## config.mk

```make
export PLATFORM = sky130hd
export DESIGN_NAME = hazard_ctrl
export DESIGN_NICKNAME = d
export VERILOG_FILES = /design/src/rtl/hazard_ctrl.sv
export SDC_FILE = /design/constraint.sdc
export NUM_CORES = 1
export LEC_CHECK = 0
export ABC_AREA = 1
export CAP_MARGIN = 25
export CORE_MARGIN = 2
export CORE_UTILIZATION = 23
export DETAILED_ROUTE_END_ITERATION = 10
export PLACE_DENSITY = 0.83
export SLEW_MARGIN = 20
export SYNTH_ARGS = -nofsm -noshare
export SYNTH_HDL_FRONTEND = slang
export SYNTH_SLANG_ARGS = --single-unit
export TNS_END_PERCENT = 100
```

## constraint.sdc

```tcl
create_clock -name clk -period 1 [get_ports clk]
set_input_delay 0.2 -clock clk [delete_from_list [all_inputs] [get_ports clk]]
set_output_delay 0.2 -clock clk [all_outputs]
set_load 0.02 [all_outputs]
```

## src/rtl/hazard_ctrl.sv

```systemverilog
// ID_EX control: load-use stall detection, branch flush and pipeline-register enables.
// Define HAZARD_PERF_EN to build the stall/flush performance counters.
module hazard_ctrl #(
    parameter int unsigned STALL_CYCLES = 1
) (
    input  logic        clk,
    input  logic        rst,
    input  logic [31:0] ID_order,
    input  logic [31:0] EX_order,
    input  logic        EX_MemRead,
    input  logic        MEM_branch_taken,
    output logic        pc_write,
    output logic        ifid_write,
    output logic        ifid_flush,
    output logic        idex_bubble,
    output logic        exmem_flush,
    output logic [31:0] stall_count,
    output logic [31:0] flush_count
);

    // state | meaning
    // RUN   | normal issue; load-use hazard evaluated each cycle
    // STALL | extra frozen cycles of a multi-cycle load-use stall, cnt = cycles left
    typedef enum logic {RUN, STALL} state_t;

    localparam logic [3:0] STALL_LOAD = 4'(STALL_CYCLES - 1);

    state_t     state, state_nxt;
    logic [3:0] cnt, cnt_nxt;

    logic [5:0] id_op;
    logic [4:0] id_rs, id_rt, ex_rt;
    logic       id_uses_rt, lu_hazard;
    logic       unused_bits;

    assign id_op = ID_order[31:26];
    assign id_rs = ID_order[25:21];
    assign id_rt = ID_order[20:16];
    assign ex_rt = EX_order[20:16];
    assign unused_bits = ^{ID_order[15:0], EX_order[31:21], EX_order[15:0]};

    assign id_uses_rt = (id_op == 6'b000000) || (id_op == 6'b000100) || (id_op == 6'b101011);
    assign lu_hazard  = EX_MemRead && (ex_rt != 5'd0) &&
                        ((ex_rt == id_rs) || (id_uses_rt && (ex_rt == id_rt)));

    always_ff @(posedge clk or negedge rst) begin
        if (!rst) begin
            state <= RUN;
            cnt   <= 4'd0;
        end else begin
            state <= state_nxt;
            cnt   <= cnt_nxt;
        end
    end

    // Outputs depend on rst as well so the pipeline is held frozen while in reset.
    always_comb begin
        state_nxt   = state;
        cnt_nxt     = cnt;
        pc_write    = 1'b1;
        ifid_write  = 1'b1;
        ifid_flush  = 1'b0;
        idex_bubble = 1'b0;
        exmem_flush = 1'b0;
        if (!rst) begin
            pc_write    = 1'b0;
            ifid_write  = 1'b0;
            idex_bubble = 1'b1;
            state_nxt   = RUN;
            cnt_nxt     = 4'd0;
        end else if (MEM_branch_taken) begin
            ifid_flush  = 1'b1;
            idex_bubble = 1'b1;
            exmem_flush = 1'b1;
            state_nxt   = RUN;
            cnt_nxt     = 4'd0;
        end else if (state == STALL) begin
            pc_write    = 1'b0;
            ifid_write  = 1'b0;
            idex_bubble = 1'b1;
            cnt_nxt     = cnt - 4'd1;
            if (cnt == 4'd1) begin
                state_nxt = RUN;
                cnt_nxt   = 4'd0;
            end
        end else if (lu_hazard) begin
            pc_write    = 1'b0;
            ifid_write  = 1'b0;
            idex_bubble = 1'b1;
            if (STALL_CYCLES > 1) begin
                state_nxt = STALL;
                cnt_nxt   = STALL_LOAD;
            end
        end
    end

`ifdef HAZARD_PERF_EN
    logic [31:0] stall_q, flush_q;

    always_ff @(posedge clk or negedge rst) begin
        if (!rst) begin
            stall_q <= 32'd0;
            flush_q <= 32'd0;
        end else begin
            if (!pc_write && !MEM_branch_taken) stall_q <= stall_q + 32'd1;
            if (MEM_branch_taken)               flush_q <= flush_q + 32'd1;
        end
    end

    assign stall_count = stall_q;
    assign flush_count = flush_q;
`else
    assign stall_count = 32'd0;
    assign flush_count = 32'd0;
`endif

endmodule
```

### After elaboration in Yosys (flattened, before gate mapping)

Index checks and enable logic that the tools add are counted.

| cells by class | value |
|---|---|
| divide/modulo/power cells | 0 |
| multipliers | 0 |
| muxes and demuxes | 18 |
| reduce and logical (&&, ||, !) cells | 8 |
| equal/unequal tests | 6 |
| bitwise gates (word level) | 0 |
| shift operators | 0 |
| $lt $le $gt $ge | 0 |
| $add $sub $neg | 1 |

Operator list:

| kind | number |
|---|---|
| $mux W4 | 4 |
| $mux W1 | 14 |
| $eq A5 B5 Y1 | 2 |
| $eq A6 B3 Y1 const B | 1 |
| $eq A6 B6 Y1 const B | 1 |
| $logic_not A6 Y1 | 1 |
| $reduce_bool A5 Y1 | 1 |
| $eq A4 B1 Y1 const B | 1 |
| $sub A4 B1 Y4 const B | 1 |
| $logic_and A1 B1 Y1 | 3 |
| $logic_or A1 B1 Y1 | 3 |
| $ne A3 B1 Y1 const B | 1 |

| word-level totals | value |
|---|---|
| output and inout port bits | 69 |
| register bits | 5 |
| word-level logic and storage cells | 35 |
| bits in writable memories | 0 |
| input bits | 68 |
| memories kept | 0 |
| memory bits (read-only) | 0 |
| latch bits | 0 |

### Depth between registers and ports, before layout

Gate-level depths: netlist of run 1.

| depth | value |
|---|---|
| depth after elaboration | 10 |
| gate-level depth with buffers | 10 |
| depth with buffers taken out | 9 |

### Least setup slack after synthesis of run 1

OpenSTA, ideal clock, no wires.

| path | value |
|---|---|
| path type | input-to-output |
| from | in EX_order[17] |
| to | out pc_write |
| stages on the path | 10 |
| path buffers | 1 |
| slack | -227 ps |
| data required time | 800 ps |
| data arrival time | 1027 ps |
| cells stage by stage | inv_1 > nand2_1 > nand2_1 > nor2_1 > nand2_1 > o21ai_1 > nand2_1 > nand2_1 > nand2_1 > buf_4 |

| between the ends | value |
|---|---|
| word-level cells in the longest chain between the ends | 8 |
| elaborated cells between the ends (all ways) | 11 |
| those cells by class | 2 x eq/ne; 4 x mux; 5 x reduce/logical |

RTL lines:

| what | line | text |
|---|---|---|
| start, declared | 9 | `input logic [31:0] EX_order,` |
| $eq A5 B5 Y1 | 44 | `((ex_rt == id_rs) \|\| (id_uses_rt && (ex_rt == id_rt)));` |
| $logic_and A1 B1 Y1 | 44 |  |
| $logic_or A1 B1 Y1 | 44 |  |
| $logic_and A1 B1 Y1 (*) | 43 | `assign lu_hazard = EX_MemRead && (ex_rt != 5'd0) &&` |
| $mux W1 (*) (4 in series) | n/a |  |
| end, declared | 12 | `output logic pc_write,` |

Every way passes the cells marked *; elsewhere a longest branch is shown, timed or not.

### Final worst setup path of run 1

| path | value |
|---|---|
| from | in ID_order[31] |
| to | out ifid_write |

| between the ends | value |
|---|---|
| word-level cells in the longest chain between the ends | 10 |
| elaborated cells between the ends (all ways) | 12 |
| those cells by class | 2 x eq/ne; 4 x mux; 6 x reduce/logical |

RTL lines:

| what | line | text |
|---|---|---|
| start, declared | 8 | `input logic [31:0] ID_order,` |
| $eq A6 B3 Y1 / $logic_not A6 Y1 (equally long branches) | 42 | `assign id_uses_rt = (id_op == 6'b000000) \|\| (id_op == 6'b000100) \|\| (id_op == 6'b101011);` |
| $logic_or A1 B1 Y1 | 42 |  |
| $logic_or A1 B1 Y1 (*) | 42 |  |
| $logic_and A1 B1 Y1 (*) | 44 |  |
| $logic_or A1 B1 Y1 (*) | 44 |  |
| $logic_and A1 B1 Y1 (*) | 43 |  |
| $mux W1 (*) | 86 | `end else if (lu_hazard) begin` |
| $mux W1 (*) | 77 | `end else if (state == STALL) begin` |
| $mux W1 (*) | 71 | `end else if (MEM_branch_taken) begin` |
| $mux W1 (*) | 65 | `if (!rst) begin` |
| end, declared | 13 | `output logic ifid_write,` |

Marks and branches as above.

==> results of run 1 <==
area by class of cell:
cell class | instances | area (um^2)
Clock buffer | 4 | 45.0
Fill cell | 477 | 2900
Inverter | 20 | 85.1
Multi-Input combinational cell | 128 | 711
Sequential cell | 5 | 126
Tap cell | 52 | 65.1
Timing Repair Buffer | 40 | 392
worst paths after layout:
kind                                         start  slack [ns]  depth (start not counted)                 end
worst min register to register  cnt[1]$_DFFE_PN0P_        0.63                          2  cnt[1]$_DFFE_PN0P_
worst max register to register  cnt[1]$_DFFE_PN0P_       -0.13                          6  cnt[2]$_DFFE_PN0P_
max in group asynchronous                      rst        0.78                          3  cnt[0]$_DFFE_PN0P_
min in group clk                               rst        0.62                          6     state$_DFF_PN0_
worst max-delay path                  ID_order[31]       -0.25                         11          ifid_write
worst min-delay path                           rst        0.10                          3     state$_DFF_PN0_
cell usage in the layout, fill, tap and decap left out, drive strengths merged:
master,instances
conb,64
buf,35
nand2,31
inv,20
nor2,12
dfrtp,5
xor2,4
nand3,4
clkbuf,4
o21ai,3
clkdlybuf4s15,3
ha,2
xnor2,1
nand4,1
a32o,1
o22ai,1
nor3,1
a21oi,1
and3,1
a211oi,1
dlymetal6s2s,1
dlygate4sd2,1
sequential cells by signal, summed over array words and instances, names as in the netlist:
| signal | count |
|---|---|
| cnt | 4 |
| state | 1 |
through the flow:
| stage | instances | TNS (ns) | power [mW] | util (%) | hold slack [ns] |
|---|---|---|---|---|---|
| 6_report | 249 | -0.941 | 1.14 | 32.9 | 0.101 |
| 5_1_grt | 249 | -1.27 | 1.20 | 32.9 | 0.115 |
| 4_1_cts | 249 | -1.05 | 1.08 | 29.3 | 0.0974 |
| 3_5_place_dp | 241 | -7.14 | 0.693 | 27.3 | 0.575 |
| 3_3_place_gp | 241 | -7.06 | 0.686 | 27.3 | 0.569 |
| 2_1_floorplan | 219 | -0.188 | 0.729 | - | -0.0956 |
power breakdown:
part / switching [mW] / internal [mW]
combinational: 0.369 / 0.183
sequential: 0.00457 / 0.208
clock: 0.0987 / 0.274
routing by layer:
metal	vias to the layer above	GRT usage (%)
li1	419	-
met1	387	6.93
met2	59	15.5
met3	7	1.28
met4	0	5.66
met5	-	0
worst max-delay path: stages:
cell and delay (ns):
sky130_fd_sc_hd__buf_6 0.10, sky130_fd_sc_hd__inv_4 0.06, sky130_fd_sc_hd__buf_6 0.09, sky130_fd_sc_hd__nand2_2 0.04
sky130_fd_sc_hd__nand2_2 0.06, sky130_fd_sc_hd__nand3_2 0.08, sky130_fd_sc_hd__o21ai_2 0.12, sky130_fd_sc_hd__nand2_2 0.07
sky130_fd_sc_hd__nand2_2 0.06, sky130_fd_sc_hd__nand2_2 0.06, sky130_fd_sc_hd__buf_6 0.13
repair_timing:
| action | CTS | global route |
|---|---|---|
| pin swaps | 29 | 23 |
| endpoints found under the setup margin | 10 | 9 |
| gates resized for setup | 137 | 44 |
| buffers inserted | 4 | 0 |
cell families (layout without fill, tap and decap cells):
logic type                 count (synthesis)  in the layout  synth area share, %
AOI/OAI and AO/OA                          7              7                 4.76
xor gates and xnor gates                   5              5                 4.27
adders and majority gates                  2              2                 2.44
buffers and inverters                     86             64                 55.6
DFF                                        5              5                 12.2
other                                      1             64                0.366
and+or+nand+nor                           50             50                 20.4
==> reports/qor.json, run 1 <==
{
  "outcome": "finished with violations",
  "failed_checks": "negative setup slack",
  "finalWeightedCongestion": 0.836,
  "worst-setup-path-type": "primary input to primary output",
  "post-route-min-period_ns": 1.25,
  "ys_types": 22,
  "slew_viol_final": 0,
  "power.leakage_nw": 0.797,
  "clock_insertion_delay_worst_skew_ns": 0.22,
  "grt_antenna_before_repair": 0,
  "vias_per_cell": 3.50,
  "area_of_the_die_um2": 5010,
  "n_antenna_cell": 0,
  "wl_met2_um": 1240,
  "timing.hold.worst.class": "primary input to async pin",
  "hpwlAfterDp_um": 1600,
  "drt.antenna.violating_nets": 0,
  "grt_first_pass_wirelength_um": 3070,
  "wl_met1_um": 604,
  "gr-usage-all-layers_pct": 7.80,
  "clock.fmax_mhz": 798,
  "numPortBuffers": 29,
  "syn-mean-instance-area_um2": 6.58,
  "numClockSinks": 5,
  "cap_violations": 0,
  "yosys_warnings": 0,
  "globalRouteOverflowTotal": 0,
  "post_syn_instances": 156,
  "place_worst_setup_slack_ns": -1.16,
  "cellPowerDensity_nw_per_um2": 798,
  "routedWlPerCell_um": 8.60,
  "io_pins": 137,
  "tritoncts.num_buffers": 3,
  "post-route-worst-setup-slack_ns": -0.254,
  "die_h_um": 70.8,
  "synth_area_leaders": "sky130_fd_sc_hd__buf_4 48%, sky130_fd_sc_hd__dfrtp_1 12%, sky130_fd_sc_hd__nand2_1 11%, sky130_fd_sc_hd__inv_1 7.0%, sky130_fd_sc_hd__nor2_1 4.0%",
  "final_area_um2": 1420,
  "synth_area_um2": 1030,
  "cts_tree": "yes",
  "timing.critical_path.required_ns": 0.80,
  "first_iter_violations": 16,
  "final_hold_viol_count": 0,
  "totalWireLength_um": 2140,
  "most_used_dff_post_synth": "sky130_fd_sc_hd__dfrtp_1",
  "num_vias": 872,
  "synth_top_cell_area_share_pct": 48.3,
  "ir_worst_vdd_v": 0.000272,
  "post_route_cells_drive_above_1_share_pct": 43.7,
  "fin_worst_skew_ns": 0.000843,
  "leading_cell_types_by_count_after_synthesis": "66 x sky130_fd_sc_hd__buf_4, 30 x sky130_fd_sc_hd__nand2_1, 19 x sky130_fd_sc_hd__inv_1, 11 x sky130_fd_sc_hd__nor2_1, 5 x sky130_fd_sc_hd__dfrtp_1",
  "critical_path_fanout_max": 2,
  "top_layer_in_use": "met4",
  "worst_ep_arrival_time_ns": 1.05,
  "async_flop_share_pct": 100,
  "fp.dieW_um": 70.8,
  "grt_setup_unrepaired": "true",
  "layout_worst_path_cycle_share_pct": 125,
  "detail_route.first_pass.iterations": 4,
  "core_area_um2": 4320,
  "initial_core_util_pct": 23.7,
  "num_rows": 24,
  "post_synth_top_area_cell": "sky130_fd_sc_hd__buf_4",
  "clock_root_cell": "sky130_fd_sc_hd__clkbuf_8",
  "clk_pin_slew_ns": 0.03,
  "ys_ff_latch": 5,
  "ctsHtreeMaxLevel": 1,
  "cts_buffer_depth": 2,
  "yosysMostFrequentCell": "sky130_fd_sc_hd__buf_4",
  "sequential_element_share_of_the_synthesized_area_pct": 12.2,
  "total_cell_area_at_the_placement_stage_um2": 1180,
  "synth-edff-count": 0,
  "maximum_number_of_pins_on_one_net_before_global_route_repair": 6,
  "area_growth_syn_to_layout_pct": 38.8,
  "drc": 0,
  "layout.nets": 268,
  "grt_pass1_vias": 763,
  "worstSetupStartpointType": "primary input",
  "setup_viol_count_final": 5,
  "critPathCaptureType": "primary output",
  "cts-hold-fix-buffers": 0,
  "wl_met3_um": 218
}
Note: power is estimated with default switching activity, not from simulation.
==> run 2: changes to the inputs <==
--- a/config.mk
+++ b/config.mk
@@ -7,10 +7,11 @@
 export LEC_CHECK = 0
 export ABC_AREA = 1
 export CAP_MARGIN = 25
-export CORE_MARGIN = 2
-export CORE_UTILIZATION = 23
+export CORE_AREA = 2 2 53 55
 export DETAILED_ROUTE_END_ITERATION = 10
-export PLACE_DENSITY = 0.83
+export DIE_AREA = 0 0 55 57
+export DONT_BUFFER_PORTS = 1
+export PLACE_DENSITY = 0.61
 export SLEW_MARGIN = 20
 export SYNTH_ARGS = -nofsm -noshare
 export SYNTH_HDL_FRONTEND = slang
==> reports/qor.json, run 2 (synthesis results as in run 1) <==
{
  "holdPathEnd": "cnt[1]$_DFFE_PN0P_",
  "cap_violations": 0,
  "max_stage_delay_ns": 0.14,
  "drt.antenna.violating_nets": 0,
  "clock_insertion_delay_worst_skew_ns": 0.24,
  "globalRouteOverflowTotal": 0,
  "post_route_cells_drive_above_1_share_pct": 14.8,
  "layout_worst_path_cycle_share_pct": 116,
  "drc": 0,
  "timing.hold.worst.class": "primary input to flop",
  "grt_setup_unrepaired": "true",
  "first_iter_violations": 13,
  "worstHoldPathCells": 3,
  "cts_tree": "yes",
  "clock_root_cell": "sky130_fd_sc_hd__clkbuf_4",
  "initial_core_util_pct": 39.2,
  "setup_viol_count_final": 6,
  "core_area_um2": 2620,
  "n_antenna_cell": 0,
  "cellPowerDensity_nw_per_um2": 881,
  "slew_viol_final": 0,
  "hpwlAfterDp_um": 1290,
  "post-route-worst-setup-slack_ns": -0.157,
  "area_of_the_die_um2": 3140,
  "worst-setup-path-type": "primary input to primary output",
  "gr-usage-all-layers_pct": 9.09,
  "finalWeightedCongestion": 0.811,
  "ir_worst_vdd_v": 0.000733,
  "routedWlPerCell_um": 7.54,
  "layout.nets": 233,
  "place_worst_setup_slack_ns": -0.181,
  "outcome": "finished with violations",
  "die_h_um": 57,
  "worstPathCellList": "xor2_1, nor2_1, nand3_1, o21ai_1, nand2_1, nand2_2, nand2_4",
  "r2r-end": "cnt[2]$_DFFE_PN0P_",
  "detail_route.first_pass.iterations": 2,
  "maximum_number_of_pins_on_one_net_before_global_route_repair": 7,
  "post-route-min-period_ns": 1.16,
  "grt_pass1_vias": 544,
  "slowest_stage": "sky130_fd_sc_hd__xor2_1",
  "area_growth_syn_to_layout_pct": -12.3,
  "cts_buffer_depth": 2,
  "worstReg2RegStart": "cnt[1]$_DFFE_PN0P_",
  "grt_first_pass_wirelength_um": 2100,
  "clock.fmax_mhz": 865,
  "grt_antenna_before_repair": 0,
  "io_pins": 137,
  "totalWireLength_um": 1460,
  "fin_worst_skew_ns": 0.00301,
  "max_ffs_per_register": 4,
  "worst_ep_arrival_time_ns": 0.96,
  "failed_checks": "negative setup slack",
  "largest_register": "cnt",
  "fp.dieW_um": 55,
  "numClockSinks": 5,
  "critical_path_fanout_max": 3,
  "ctsHtreeMaxLevel": 1,
  "commonest_non_fill_non_tap_cell_in_the_layout": "sky130_fd_sc_hd__conb_1",
  "critPathCaptureType": "primary output",
  "reg2regPathDepth": 6,
  "clk_pin_slew_ns": 0.04,
  "final.setup.tns_ns": -0.690,
  "timing.critical_path.required_ns": 0.80,
  "worstSetupStartpointType": "primary input",
  "power.leakage_nw": 0.563,
  "num_vias": 707,
  "num_rows": 19,
  "reg.largest.list": "cnt x4, state x1",
  "whs_ns": 0.159,
  "top_library_cells_by_usage_in_the_layout_fill_and_taps_aside": "64 x sky130_fd_sc_hd__conb_1, 28 x sky130_fd_sc_hd__nand2_1, 13 x sky130_fd_sc_hd__inv_1",
  "numPortBuffers": 0,
  "tritoncts.num_buffers": 3,
  "cts.repair_timing.setup_buffer_count": 0,
  "final_hold_viol_count": 0,
  "min_from": "MEM_branch_taken",
  "vias_per_cell": 3.66,
  "rrSetupSlack_ns": -0.13
}
run 2: changes by cell type in the layout (fill, tap and decap cells not counted), sizes merged:
cell           previous run  this run
dlygate4sd3               0         1
buf                      35         4
dlymetal6s2s              1         0
clkdlybuf4s15             3         0
dlygate4sd2               1         0
run 2: report_power, final:
group / internal, mW / switching [mW] / leakage, nW
clock: 0.150 / 0.0771 / 0.0150
combinational: 0.0575 / 0.297 / 0.479
sequential: 0.207 / 0.00273 / 0.0687
total: 0.415 / 0.377 / 0.563
run 2: cell type report:
class | count | area [um^2]
flip-flops and latches | 5 | 125
inverters | 20 | 75.1
fillers | 281 | 1720
multi-input cells | 128 | 594
clock buffers | 4 | 26.3
well taps | 31 | 38.8
repair buffers | 5 | 40.0
run 2: critical path, delay by kind of cell:
family	cells	cell delay (ns)
AO/OA/AOI/OAI	1	0.08
XOR/XNOR	1	0.14
AND/OR/NAND/NOR	5	0.52
run 2: repair_timing:
item,4_1_cts,5_1_grt
endpoints found under the hold margin,5,0
endpoints found under the setup margin,6,8
hold buffers,1,0
pin swaps,2,2
resized for setup,3,4
run 2: through the flow:
stage	util, %	area, um^2	power, mW	cells
finish	34.4	900	0.793	193
global placement	32.2	841	0.548	188
CTS	34.0	890	0.801	193
detailed placement	32.2	841	0.550	188
floorplan	-	1270	0.729	219
global route	34.4	900	0.870	193
run 2: worst max-delay path by stage:
stage | slack (ns) | to | start
after floorplan | -0.15 | pc_write | ID_order[31]
after global placement | -0.18 | pc_write | ID_order[31]
final | -0.16 | pc_write | EX_order[16]
after detailed placement | -0.18 | pc_write | EX_order[18]
after global routing | -0.23 | pc_write | EX_order[16]
after CTS | -0.17 | pc_write | state$_DFF_PN0_
run 2: metal layers:
metal	part of all wire [%]	global-route usage, %	vias up	wire length (um)
li1	-	-	351	-
met1	38	10.4	284	547
met2	43	15.8	72	626
met3	19	3.66	0	282
met4	0	1.39	0	0
met5	0	0	-	0
